### src/rtl/serial_adder_if.sv
`default_nettype none
// ============================================================================
// Module      : serial_adder_if
// Description : Request/result bundle for the bit-serial adder.
//               master drives the request (start, a, b, cin, sub) and reads
//               back the status/result (busy, done, sum, cout, ovf); slave is
//               the adder side of the same bundle.
//   start  request: capture operands and begin an operation
//   a, b   operands, WIDTH bits
//   cin    carry-in (add mode only)
//   sub    0 = a+b+cin, 1 = a-b
//   busy   high while an operation is in progress
//   done   one-cycle pulse, result valid
//   sum    result, held until the next completion
//   cout   carry-out (sub mode: 1 = no borrow)
//   ovf    signed overflow
// Revision    : 1.0 - initial release
// ============================================================================
interface serial_adder_if #(
    parameter int WIDTH = 8
);
    logic             start;
    logic [WIDTH-1:0] a;
    logic [WIDTH-1:0] b;
    logic             cin;
    logic             sub;
    logic             busy;
    logic             done;
    logic [WIDTH-1:0] sum;
    logic             cout;
    logic             ovf;

    modport master (
        output start, a, b, cin, sub,
        input  busy, done, sum, cout, ovf
    );

    modport slave (
        input  start, a, b, cin, sub,
        output busy, done, sum, cout, ovf
    );
endinterface
`default_nettype wire

### src/rtl/serial_adder.sv
`default_nettype none
// ============================================================================
// Module      : serial_adder
// Description : Bit-serial adder/subtractor. One full-adder cell and one carry
//               flip-flop process one bit per clock, LSB first. WIDTH (2..32)
//               operand bits take WIDTH cycles in RUN, followed by a single
//               DONE cycle in which done pulses.
//   clk    clock, rising edge
//   rst    synchronous active-high reset
//   bus    serial_adder_if.slave: start/a/b/cin/sub in, busy/done/sum/cout/ovf out
// Revision    : 1.0 - initial release
// ============================================================================
module serial_adder #(
    parameter int WIDTH = 8
) (
    input  logic          clk,
    input  logic          rst,
    serial_adder_if.slave bus
);

    localparam int                CNT_W  = $clog2(WIDTH) + 1;
    localparam logic [CNT_W-1:0]  c_LAST = CNT_W'(WIDTH - 1);
    localparam logic [CNT_W-1:0]  c_ONE  = CNT_W'(1);

    typedef enum logic [1:0] {
        IDLE = 2'd0,
        RUN  = 2'd1,
        DONE = 2'd2
    } state_t;

    state_t           r_state;
    state_t           w_state_next;

    // r_a doubles as the result shift register: each RUN edge consumes a's
    // LSB and shifts the new sum bit in at the top.
    logic [WIDTH-1:0] r_a;
    logic [WIDTH-1:0] r_b;
    logic             r_carry;
    logic [CNT_W-1:0] r_cnt;
    logic [WIDTH-1:0] r_sum;
    logic             r_cout;
    logic             r_ovf;

    logic             w_s;
    logic             w_c;
    logic             w_last;
    logic             w_capture;

    // Single full-adder cell
    assign w_s = r_a[0] ^ r_b[0] ^ r_carry;
    assign w_c = (r_a[0] & r_b[0]) | (r_a[0] & r_carry) | (r_b[0] & r_carry);

    assign w_last    = (r_state == RUN) && (r_cnt == c_LAST);
    // start is ignored while RUN is in progress
    assign w_capture = bus.start && (r_state != RUN);

    // ------------------------------------------------------------------------
    // State register
    // ------------------------------------------------------------------------
    always_ff @(posedge clk) begin
        if (rst) begin
            r_state <= IDLE;
        end else begin
            r_state <= w_state_next;
        end
    end

    // ------------------------------------------------------------------------
    // Next-state logic
    // ------------------------------------------------------------------------
    always_comb begin
        w_state_next = r_state;
        case (r_state)
            IDLE: begin
                if (bus.start) begin
                    w_state_next = RUN;
                end
            end
            RUN: begin
                if (w_last) begin
                    w_state_next = DONE;
                end
            end
            DONE: begin
                w_state_next = bus.start ? RUN : IDLE;
            end
            default: begin
                w_state_next = IDLE;
            end
        endcase
    end

    // ------------------------------------------------------------------------
    // Datapath
    // ------------------------------------------------------------------------
    always_ff @(posedge clk) begin
        if (rst) begin
            r_a     <= '0;
            r_b     <= '0;
            r_carry <= 1'b0;
            r_cnt   <= '0;
            r_sum   <= '0;
            r_cout  <= 1'b0;
            r_ovf   <= 1'b0;
        end else if (w_capture) begin
            r_a     <= bus.a;
            // Subtraction is a + ~b + 1: invert b and force the carry-in.
            r_b     <= bus.sub ? ~bus.b : bus.b;
            r_carry <= bus.sub ? 1'b1 : bus.cin;
            r_cnt   <= '0;
        end else if (r_state == RUN) begin
            r_a     <= {w_s, r_a[WIDTH-1:1]};
            r_b     <= {1'b0, r_b[WIDTH-1:1]};
            r_carry <= w_c;
            r_cnt   <= r_cnt + c_ONE;
            if (w_last) begin
                r_sum  <= {w_s, r_a[WIDTH-1:1]};
                r_cout <= w_c;
                // r_carry is the carry into the MSB at this edge
                r_ovf  <= r_carry ^ w_c;
            end
        end
    end

    assign bus.busy = (r_state == RUN);
    assign bus.done = (r_state == DONE);
    assign bus.sum  = r_sum;
    assign bus.cout = r_cout;
    assign bus.ovf  = r_ovf;

endmodule
`default_nettype wire

### src/flat_wrapper.sv
// flat-port wrapper written by rule: the top's interface ports become plain ports
module serial_adder_flat 
#(
    parameter int WIDTH = 8
)
  (clk, rst, bus_start, bus_a, bus_b, bus_cin, bus_sub, bus_busy, bus_done, bus_sum, bus_cout, bus_ovf);
  serial_adder_if #(.WIDTH(WIDTH)) bus_i ();
  input  logic clk;
  input  logic rst;
  input wire logic [$bits(bus_i.start)-1:0] bus_start;
  input wire logic [$bits(bus_i.a)-1:0] bus_a;
  input wire logic [$bits(bus_i.b)-1:0] bus_b;
  input wire logic [$bits(bus_i.cin)-1:0] bus_cin;
  input wire logic [$bits(bus_i.sub)-1:0] bus_sub;
  output wire logic [$bits(bus_i.busy)-1:0] bus_busy;
  output wire logic [$bits(bus_i.done)-1:0] bus_done;
  output wire logic [$bits(bus_i.sum)-1:0] bus_sum;
  output wire logic [$bits(bus_i.cout)-1:0] bus_cout;
  output wire logic [$bits(bus_i.ovf)-1:0] bus_ovf;
  assign bus_i.start = bus_start;
  assign bus_i.a = bus_a;
  assign bus_i.b = bus_b;
  assign bus_i.cin = bus_cin;
  assign bus_i.sub = bus_sub;
  assign bus_busy = bus_i.busy;
  assign bus_done = bus_i.done;
  assign bus_sum = bus_i.sum;
  assign bus_cout = bus_i.cout;
  assign bus_ovf = bus_i.ovf;
  serial_adder #(.WIDTH(WIDTH)) u_core (.clk(clk), .rst(rst), .bus(bus_i));
endmodule
### config.mk
export PLATFORM = sky130hd
export DESIGN_NAME = serial_adder_flat
export DESIGN_NICKNAME = d
export VERILOG_FILES = /design/src/rtl/serial_adder_if.sv /design/src/rtl/serial_adder.sv /design/src/flat_wrapper.sv
export SDC_FILE = /design/constraint.sdc
export NUM_CORES = 1
export LEC_CHECK = 0
export CAP_MARGIN = 10
export CORE_MARGIN = 4
export CORE_UTILIZATION = 54
export DETAILED_ROUTE_END_ITERATION = 10
export HOLD_SLACK_MARGIN = 0.06
export PLACE_DENSITY = 0.9
export SETUP_SLACK_MARGIN = 0.05
export SLEW_MARGIN = 40
export SYNTH_ARGS = -nofsm -noshare
export SYNTH_HDL_FRONTEND = slang
export SYNTH_SLANG_ARGS = --single-unit
### constraint.sdc
create_clock -name clk -period 3.1 [get_ports clk]
set_input_delay 0.62 -clock clk [delete_from_list [all_inputs] [get_ports clk]]
set_output_delay 0.62 -clock clk [all_outputs]
set_load 0.01 [all_outputs]
# Yosys cells after proc, flatten, opt, wreduce, memory -nomap -nowiden
# Index checks and enable logic that the tools add are counted.
# classes
n_reduce_logical,7
n_bitwise,10
eq_ne,6
muxes,12
add_sub_neg,1
# op_table
cell,count
two-way mux 8 bit,5
inverter 8 bit,1
case mux 2 bit (3 select lines),1
"adder 4 x 1 -> 4 bit, second input constant",1
"== test 4 x 3 -> 1 bit, second input constant",1
two-way mux 1 bit,4
two-way mux 2 bit,2
"inequality test 2 x 1 -> 1 bit, second input constant",2
bitwise AND 1 bit,3
AND reduction 3 bit,1
bitwise XOR 1 bit,3
"== test 2 x 1 -> 1 bit, second input constant",1
"== test 2 bit, second input constant",1
logical AND 1 bit,2
logical NOT 2 bit,1
"inequality test 2 bit, second input constant",1
bitwise OR 1 bit,2
AND reduction 2 bit,1
nonzero test 2 bit,1
OR reduction 2 bit,1
inverter 1 bit,1
# word_totals
word_cells,44
register_bits,33
in_bits,21
out_inout_bits,12

# Depth between registers and ports, before layout
# Gate-level depths: netlist of the first run.
# depth
word_depth,5
depth_mapped,6
depth_no_buf,4

# Least setup slack after synthesis of the first run
# OpenSTA, ideal clock, no wires.
# synth_timing
kind,in2reg
startpoint,input port bus_start
endpoint,register u_core.r_cnt[2]
required_ns,3.021
setup_ns,0.079
setup_slack_ns,1.667
stages,4
n_path_buf,2
t_arrival_ns,1.354
cell_sequence,buf_4 buf_4 mux2_4 a211oi_2
# synth_via
elab_chain_len,2
# synth_rtl
item,line_no,rtl
start: declaration,flat_wrapper.sv:10,input wire logic [$bits(bus_i.start)-1:0] bus_start;
logical AND 1 bit,serial_adder.sv:55,assign w_capture = bus.start && (r_state != RUN);
OR reduction 2 bit (no source line),n/a,
end signal: assignment,serial_adder.sv:115,r_cnt <= r_cnt + c_ONE;
end: declaration,serial_adder.sv:39,logic [CNT_W-1:0] r_cnt;
# No other way between the ends.
# A chain may end at the register's enable or synchronous reset.

# Worst setup path in the final report of the first run
# layout_timing
startpoint,register u_core.r_state[1]
endpoint,output port bus_busy
# layout_via
elab_chain_len,1
# layout_rtl
item,line_no,rtl
start: declaration,serial_adder.sv:31,state_t r_state;
start signal: assignment,serial_adder.sv:64,r_state <= w_state_next;
== test 2 x 1 -> 1 bit,serial_adder.sv:125,assign bus.busy = (r_state == RUN);
end: declaration,flat_wrapper.sv:15,output wire logic [$bits(bus_i.busy)-1:0] bus_busy;
# No other way between the ends.

==> metrics.log, run 1 <==
INFO  metric routed-via-count = 1258
INFO  metric syn2layout_area_growth = 24.2%
INFO  metric worst_r2r_startpoint = u_core.r_cnt[0]
INFO  metric first_global_vias = 1245
INFO  metric rows = 19
INFO  metric clk_latency = 0.34 ns
INFO  metric maximum_number_of_pins_on_one_net_before_global_route_repair = 44
INFO  metric grt_overflow = 0
INFO  metric dp_hpwl = 2.31 mm
INFO  metric synthesis_warnings = 0
INFO  metric clockBufferDepth = 2
INFO  metric tightestPinTransition = 0.475 ns
INFO  metric fp.dieH = 62.1 um
INFO  metric setup_slack = 0.784 ns
INFO  metric antenna_left = 0
INFO  metric synth_async_sr_flop_share = 0%
INFO  metric mostFrequentLayoutCells = sky130_fd_sc_hd__dfxtp_1, sky130_fd_sc_hd__clkdlybuf4s50_1, sky130_fd_sc_hd__nand2b_1
INFO  metric drt_pre_antenna_iters = 4
INFO  metric finalSetupViolCount = 0
INFO  metric rr_worst_depth = 4
INFO  metric critical_path_destination = bus_busy
INFO  metric die_area = 3860 um2
INFO  metric drt-vias-per-instance = 5.49
INFO  metric power_leakage = 0.000726 uW
INFO  metric hold-path-cell-count = 2
INFO  metric cts_root_buf = sky130_fd_sc_hd__clkbuf_4
INFO  metric maxClockFrequency = 0.432 GHz
INFO  metric htree_num_levels = 2
INFO  metric fin_util = 70.6%
INFO  metric fp.dieW = 62.1 um
INFO  metric drc_viols = 0
INFO  metric crit_path_start = u_core.r_state[1]
INFO  metric share_of_final_layout_standard_cells_stronger_than_drive_strength_1 = 7.58%
INFO  metric yosys_top_cell_area_share = 41.8%
INFO  metric hold_vio_cnt_final = 0
INFO  metric mostFrequentLayoutCell = sky130_fd_sc_hd__dfxtp_1
INFO  metric tritoncts = yes
INFO  metric slew_viol_final = 0
INFO  metric synth_enable_flop_cells = 0
INFO  metric finClkSkew = 0.00756 ns
INFO  metric cellPowerDensity = 478 nW/um2
INFO  metric post-cts-setup-buffer-count = 0
INFO  metric numCtsBuffers = 5
INFO  metric relSlewSlack = 68.2%
INFO  metric grt_util_all_layers = 19.4%
INFO  metric cp_data_required_time = 2.48 ns
INFO  metric synth.ff_latch_count = 33
INFO  metric synth_largest_area_cell = sky130_fd_sc_hd__dfxtp_1
INFO  metric syn_nets = 191
INFO  metric max_cap_violations = 0
INFO  metric wl_cell = 14.2 um
INFO  metric number_of_cells_produced_by_synthesis = 168
INFO  metric floorplan.initialDensity = 56.8%
INFO  metric clock_sinks = 33
INFO  metric irDropWorstVdd = 0.391 mV
INFO  metric cts.repair.resized = 0
INFO  metric ioPinCount = 33
INFO  metric crit_path_max_fo = 22
INFO  metric regToRegEndpoint = u_core.bus.sum[4]
INFO  metric globalplace.congestion = 0.745
INFO  metric finalNetCount = 220
INFO  metric syn_avg_cell_area = 9.41 um2
INFO  metric dominant_synthesized_flop_cell = sky130_fd_sc_hd__dfxtp_1
INFO  metric antenna_cells_inserted = 0
INFO  metric layout_min_cycle_time = 2.32 ns
INFO  metric drt-total-wl = 3.26 mm
INFO  metric worst_ep_arrival_time = 1.70 ns
INFO  metric ys_types = 32
INFO  metric synth.top_cells.by_area = sky130_fd_sc_hd__dfxtp_1, sky130_fd_sc_hd__mux2i_1, sky130_fd_sc_hd__nand2b_1
INFO  metric worst_setup_path_start_kind = register
INFO  metric drt_iter0_drc = 65
INFO  metric port-buffer-count = 32
INFO  metric global_route_wire_length_before_repair = 5.40 mm
INFO  metric beginning_of_the_worst_hold_path = u_core.r_b[4]
INFO  metric synthesis.area = 1580 um2
INFO  metric worstHoldPathType = register to register
INFO  metric status = complete, no violations
INFO  metric worst_setup_hold_path_clk_slew = 0.10 ns
INFO  metric post_cts_hold_buffer_count = 0
INFO  metric ys_seq_area_share = 41.8%
INFO  metric core-area = 2780 um2
INFO  metric timing.critical_path.to_type = output pin
INFO  metric antenna_found_initial = 0
INFO  metric period_share = 74.7%
INFO  metric reg2reg_setup_slack = 1.60 ns
INFO  metric timing.hold.ws = 0.461 ns
INFO  metric crit_type = register to output pin
INFO  metric dpl_worst_slack = 0.930 ns
INFO  metric setup_total_negative_slack = 0 ns
INFO  metric grt_setup_unrepaired = no
## where the power goes
part           total (uW)  leakage, uW  internal [uW]  switching, uW
sequential            463     0.000270            447           16.3
combinational         141     0.000410           73.7           66.9
clock                 334    0.0000455            193            142
total                 938     0.000726            713            225
## worst max-delay path, cell delays in order, from the launching register on
cell and delay [ns]:
sky130_fd_sc_hd__dfxtp_1 0.32, sky130_fd_sc_hd__nand2b_1 0.16, sky130_fd_sc_hd__inv_2 0.28, sky130_fd_sc_hd__clkdlybuf4s50_1 0.61
## layout make-up
type / count / area (um2)
Inverter: 2 / 7.51
Clock buffer: 7 / 55.1
Multi-Input combinational cell: 120 / 828
Clock inverter: 1 / 30.0
Tap cell: 31 / 38.8
Timing Repair Buffer: 35 / 343
Sequential cell: 33 / 661
Fill cell: 226 / 818
## through the flow
| stage | instances | area (um2) | total power, uW |
|---|---|---|---|
| floorplan | 168 | 1580 | 570 |
| global placement | 221 | 1880 | 605 |
| detailed placement | 221 | 1880 | 613 |
| CTS | 229 | 1960 | 947 |
| global route | 229 | 1960 | 988 |
| finish | 229 | 1960 | 938 |
## registers in the layout (all words and copies together), names as in the netlist
register,flops
u_core.bus.sum,8
u_core.r_b,8
u_core.r_state,2
u_core.bus.ovf,1
u_core.bus.cout,1
u_core.r_cnt,4
u_core.r_carry,1
u_core.r_a,8
## synth_stat cells, types with 2 or more instances
| cell type | number |
|---|---|
| sky130_fd_sc_hd__buf_6 | 2 |
| sky130_fd_sc_hd__buf_4 | 4 |
| sky130_fd_sc_hd__a21oi_1 | 11 |
| sky130_fd_sc_hd__buf_2 | 4 |
| sky130_fd_sc_hd__nand3_1 | 5 |
| sky130_fd_sc_hd__nand2b_1 | 20 |
| sky130_fd_sc_hd__a211o_1 | 7 |
| sky130_fd_sc_hd__nand2_1 | 9 |
| sky130_fd_sc_hd__nor2_1 | 17 |
| sky130_fd_sc_hd__a211oi_1 | 8 |
| sky130_fd_sc_hd__xnor2_1 | 9 |
| sky130_fd_sc_hd__dfxtp_1 | 33 |
| sky130_fd_sc_hd__clkbuf_1 | 3 |
| sky130_fd_sc_hd__nor2b_1 | 2 |
| sky130_fd_sc_hd__mux2i_1 | 17 |
## cell families after synthesis
| group | share of synthesized area (%) |
|---|---|
| fa+ha+maj | 2.06 |
| buf+inv | 5.78 |
| simple gates | 18.8 |
| mux | 11.7 |
| flops | 41.8 |
| compound gates | 14.9 |
| xor+xnor | 4.99 |
## worst min path at each step
stage               slack, ns       endpoint
detailed placement       0.45  u_core.r_b[4]
global placement         0.44  u_core.r_b[3]
CTS                      0.46  u_core.r_b[2]
global route             0.47  u_core.r_b[2]
floorplan                0.43  u_core.r_b[0]
finish                   0.46  u_core.r_b[3]
## layer usage
layer  vias to the layer above  share of wire [%]  GRT usage, %
li1                        637                  -             -
met1                       575                 40          21.0
met2                        39                 50          33.0
met3                         7                7.6          8.26
met4                         0                1.5          8.18
met5                         -                  0             0
Power figures use the tool's default switching activity.
==> inputs of run 2 (changes only) <==
--- a/config.mk
+++ b/config.mk
@@ -7,10 +7,10 @@
 export LEC_CHECK = 0
 export CAP_MARGIN = 10
 export CORE_MARGIN = 4
-export CORE_UTILIZATION = 54
+export CORE_UTILIZATION = 50
 export DETAILED_ROUTE_END_ITERATION = 10
 export HOLD_SLACK_MARGIN = 0.06
-export PLACE_DENSITY = 0.9
+export PLACE_DENSITY = 0.84
 export SETUP_SLACK_MARGIN = 0.05
 export SLEW_MARGIN = 40
 export SYNTH_ARGS = -nofsm -noshare
==> constraint.sdc (replaced) <==
create_clock -name clk -period 2.32 [get_ports clk]
set_input_delay 0.464 -clock clk [delete_from_list [all_inputs] [get_ports clk]]
set_output_delay 0.464 -clock clk [all_outputs]
set_load 0.01 [all_outputs]
==> metrics.log, run 2 (synthesis results as in run 1) <==
INFO  metric status = complete, no violations
INFO  metric numCtsBuffers = 5
INFO  metric clockBufferDepth = 2
INFO  metric setup_total_negative_slack = 0 ns
INFO  metric drt_iter0_drc = 47
INFO  metric dpl.cell_count = 235
INFO  metric wl_cell = 12.4 um
INFO  metric power_leakage = 0.000717 uW
INFO  metric grt_setup_unrepaired = no
INFO  metric irDropWorstVdd = 0.303 mV
INFO  metric worst_r2r_startpoint = u_core.r_cnt[0]
INFO  metric rows = 20
INFO  metric pwr_total = 1130 uW
INFO  metric post-cts-setup-buffer-count = 0
INFO  metric rr_worst_depth = 4
INFO  metric drt-total-wl = 2.99 mm
INFO  metric groute.layer.met2.usage = 29.8%
INFO  metric floorplan.initialDensity = 52.2%
INFO  metric post_cts_hold_buffer_count = 0
INFO  metric htree_num_levels = 2
INFO  metric cts.repair.resized = 0
INFO  metric finClkSkew = 0.00210 ns
INFO  metric tightestPinTransition = 0.462 ns
INFO  metric mostFrequentLayoutCell = sky130_fd_sc_hd__dfxtp_1
INFO  metric use_met3 = 4.57%
INFO  metric dp_hpwl = 2.16 mm
INFO  metric final_area = 1960 um2
INFO  metric tritoncts = yes
INFO  metric globalplace.congestion = 0.726
INFO  metric worst_setup_path_start_kind = register
INFO  metric cts_root_buf = sky130_fd_sc_hd__clkbuf_4
INFO  metric antenna_found_initial = 0
INFO  metric layout_min_cycle_time = 2.16 ns
INFO  metric syn2layout_area_growth = 23.8%
INFO  metric core-area = 3030 um2
INFO  metric worstHoldPathType = register to register
INFO  metric grt_overflow = 0
INFO  metric grt_util_all_layers = 16.5%
INFO  metric cellPowerDensity = 576 nW/um2
INFO  metric finalNetCount = 221
INFO  metric routed-via-count = 1261
INFO  metric reg2reg_setup_slack = 0.83 ns
INFO  metric worst_setup_hold_path_clk_slew = 0.09 ns
INFO  metric grtUsageMet1 = 18.1%
INFO  metric first_global_vias = 1291
INFO  metric slew_viol_final = 0
INFO  metric finalSetupViolCount = 0
INFO  metric max_cap_violations = 0
INFO  metric final-instance-count-excl-fill = 242
INFO  metric ioPinCount = 33
INFO  metric die_area = 4120 um2
INFO  metric global_route_wire_length_before_repair = 5.40 mm
INFO  metric antenna_cells_inserted = 0
INFO  metric timing.critical_path.to_type = output pin
INFO  metric min_to = u_core.r_b[2]
INFO  metric drt-vias-per-instance = 5.21
INFO  metric crit_path_max_fo = 22
INFO  metric final.fill_count = 251
INFO  metric beginning_of_the_worst_hold_path = u_core.r_b[3]
INFO  metric drt_pre_antenna_iters = 4
INFO  metric share_of_final_layout_standard_cells_stronger_than_drive_strength_1 = 7.58%
INFO  metric clock_sinks = 33
INFO  metric regToRegEndpoint = u_core.bus.sum[7]
INFO  metric port-buffer-count = 32
INFO  metric hold-path-cell-count = 2
INFO  metric drc_viols = 0
INFO  metric worst_ep_arrival_time = 1.69 ns
INFO  metric period_share = 92.9%
INFO  metric fp.dieH = 64.2 um
INFO  metric busiest_layer = met2
INFO  metric antenna_left = 0
INFO  metric cp_data_required_time = 1.86 ns
INFO  metric fp.dieW = 64.2 um
INFO  metric clk_latency = 0.32 ns
INFO  metric crit_type = register to output pin
INFO  metric mostFrequentLayoutCells = sky130_fd_sc_hd__dfxtp_1, sky130_fd_sc_hd__clkdlybuf4s50_1, sky130_fd_sc_hd__nand2b_1
INFO  metric relSlewSlack = 69.1%
INFO  metric maximum_number_of_pins_on_one_net_before_global_route_repair = 44
INFO  metric dpl-instance-area = 1900 um2
INFO  metric hold_vio_cnt_final = 0
INFO  metric maxClockFrequency = 0.464 GHz
[run 2: changes by cell type in the layout (fill, tap and decap cells not counted), sizes merged]
cell and delta:
buf +1, bufinv -1
[run 2: worst max-delay path: stages, from the launching register on]
cell and delay, ns:
sky130_fd_sc_hd__dfxtp_1 0.31, sky130_fd_sc_hd__nand2b_1 0.16, sky130_fd_sc_hd__inv_2 0.28, sky130_fd_sc_hd__clkdlybuf4s50_1 0.61
[run 2: worst max path at each step]
stage                                 start               to  slack, ns  cells past startpoint
final                     u_core.r_state[1]         bus_busy       0.16                      3
after CTS                 u_core.r_state[1]         bus_busy       0.15                      3
after detailed placement            bus_sub    u_core.r_b[4]       0.42                      4
after floorplan                   bus_start  u_core.r_cnt[2]       1.04                      4
after global placement              bus_sub    u_core.r_b[5]       0.49                      4
after global routing      u_core.r_state[1]         bus_busy       0.07                      3
[run 2: metrics by stage]
step / hold slack (ns) / setup WS [ns] / utilization, %
final: 0.465 / 0.165 / 64.6
after global routing: 0.483 / 0.0680 / 64.6
after CTS: 0.466 / 0.151 / 64.6
after detailed placement: 0.452 / 0.417 / 62.8
after global placement: 0.436 / 0.487 / 62.8
after floorplan: 0.432 / 1.04 / -
[run 2: per-layer routing]
layer | up-vias | wire length (um) | part of all wire, %
li1 | 637 | - | -
met1 | 582 | 1300 | 44
met2 | 33 | 1470 | 49
met3 | 9 | 153 | 5.1
met4 | 0 | 59 | 2.0
met5 | - | 0 | 0
[run 2: cell type report]
| cell class | instances | area, um2 | share of cell area, % |
|---|---|---|---|
| multi-input combinational | 120 | 828 | 42.3 |
| timing repair buffer | 36 | 350 | 17.9 |
| inverter | 2 | 7.51 | 0.384 |
| clock buffer | 7 | 55.1 | 2.81 |
| sequential | 33 | 661 | 33.8 |
| tap | 44 | 55.1 | 2.81 |
[run 2: power by group]
part           switching, uW  internal [uW]
registers               21.2            597
clock network            181            143
logic                   85.0           99.1
==> inputs of run 3 (changes only) <==
--- a/config.mk
+++ b/config.mk
@@ -8,6 +8,7 @@
 export CAP_MARGIN = 10
 export CORE_MARGIN = 4
 export CORE_UTILIZATION = 50
+export CTS_CLUSTER_SIZE = 25
 export DETAILED_ROUTE_END_ITERATION = 10
 export HOLD_SLACK_MARGIN = 0.06
 export PLACE_DENSITY = 0.84
==> results of run 3 <==
Same layout as run 2: the final DEF is identical, and so are final timing and power.
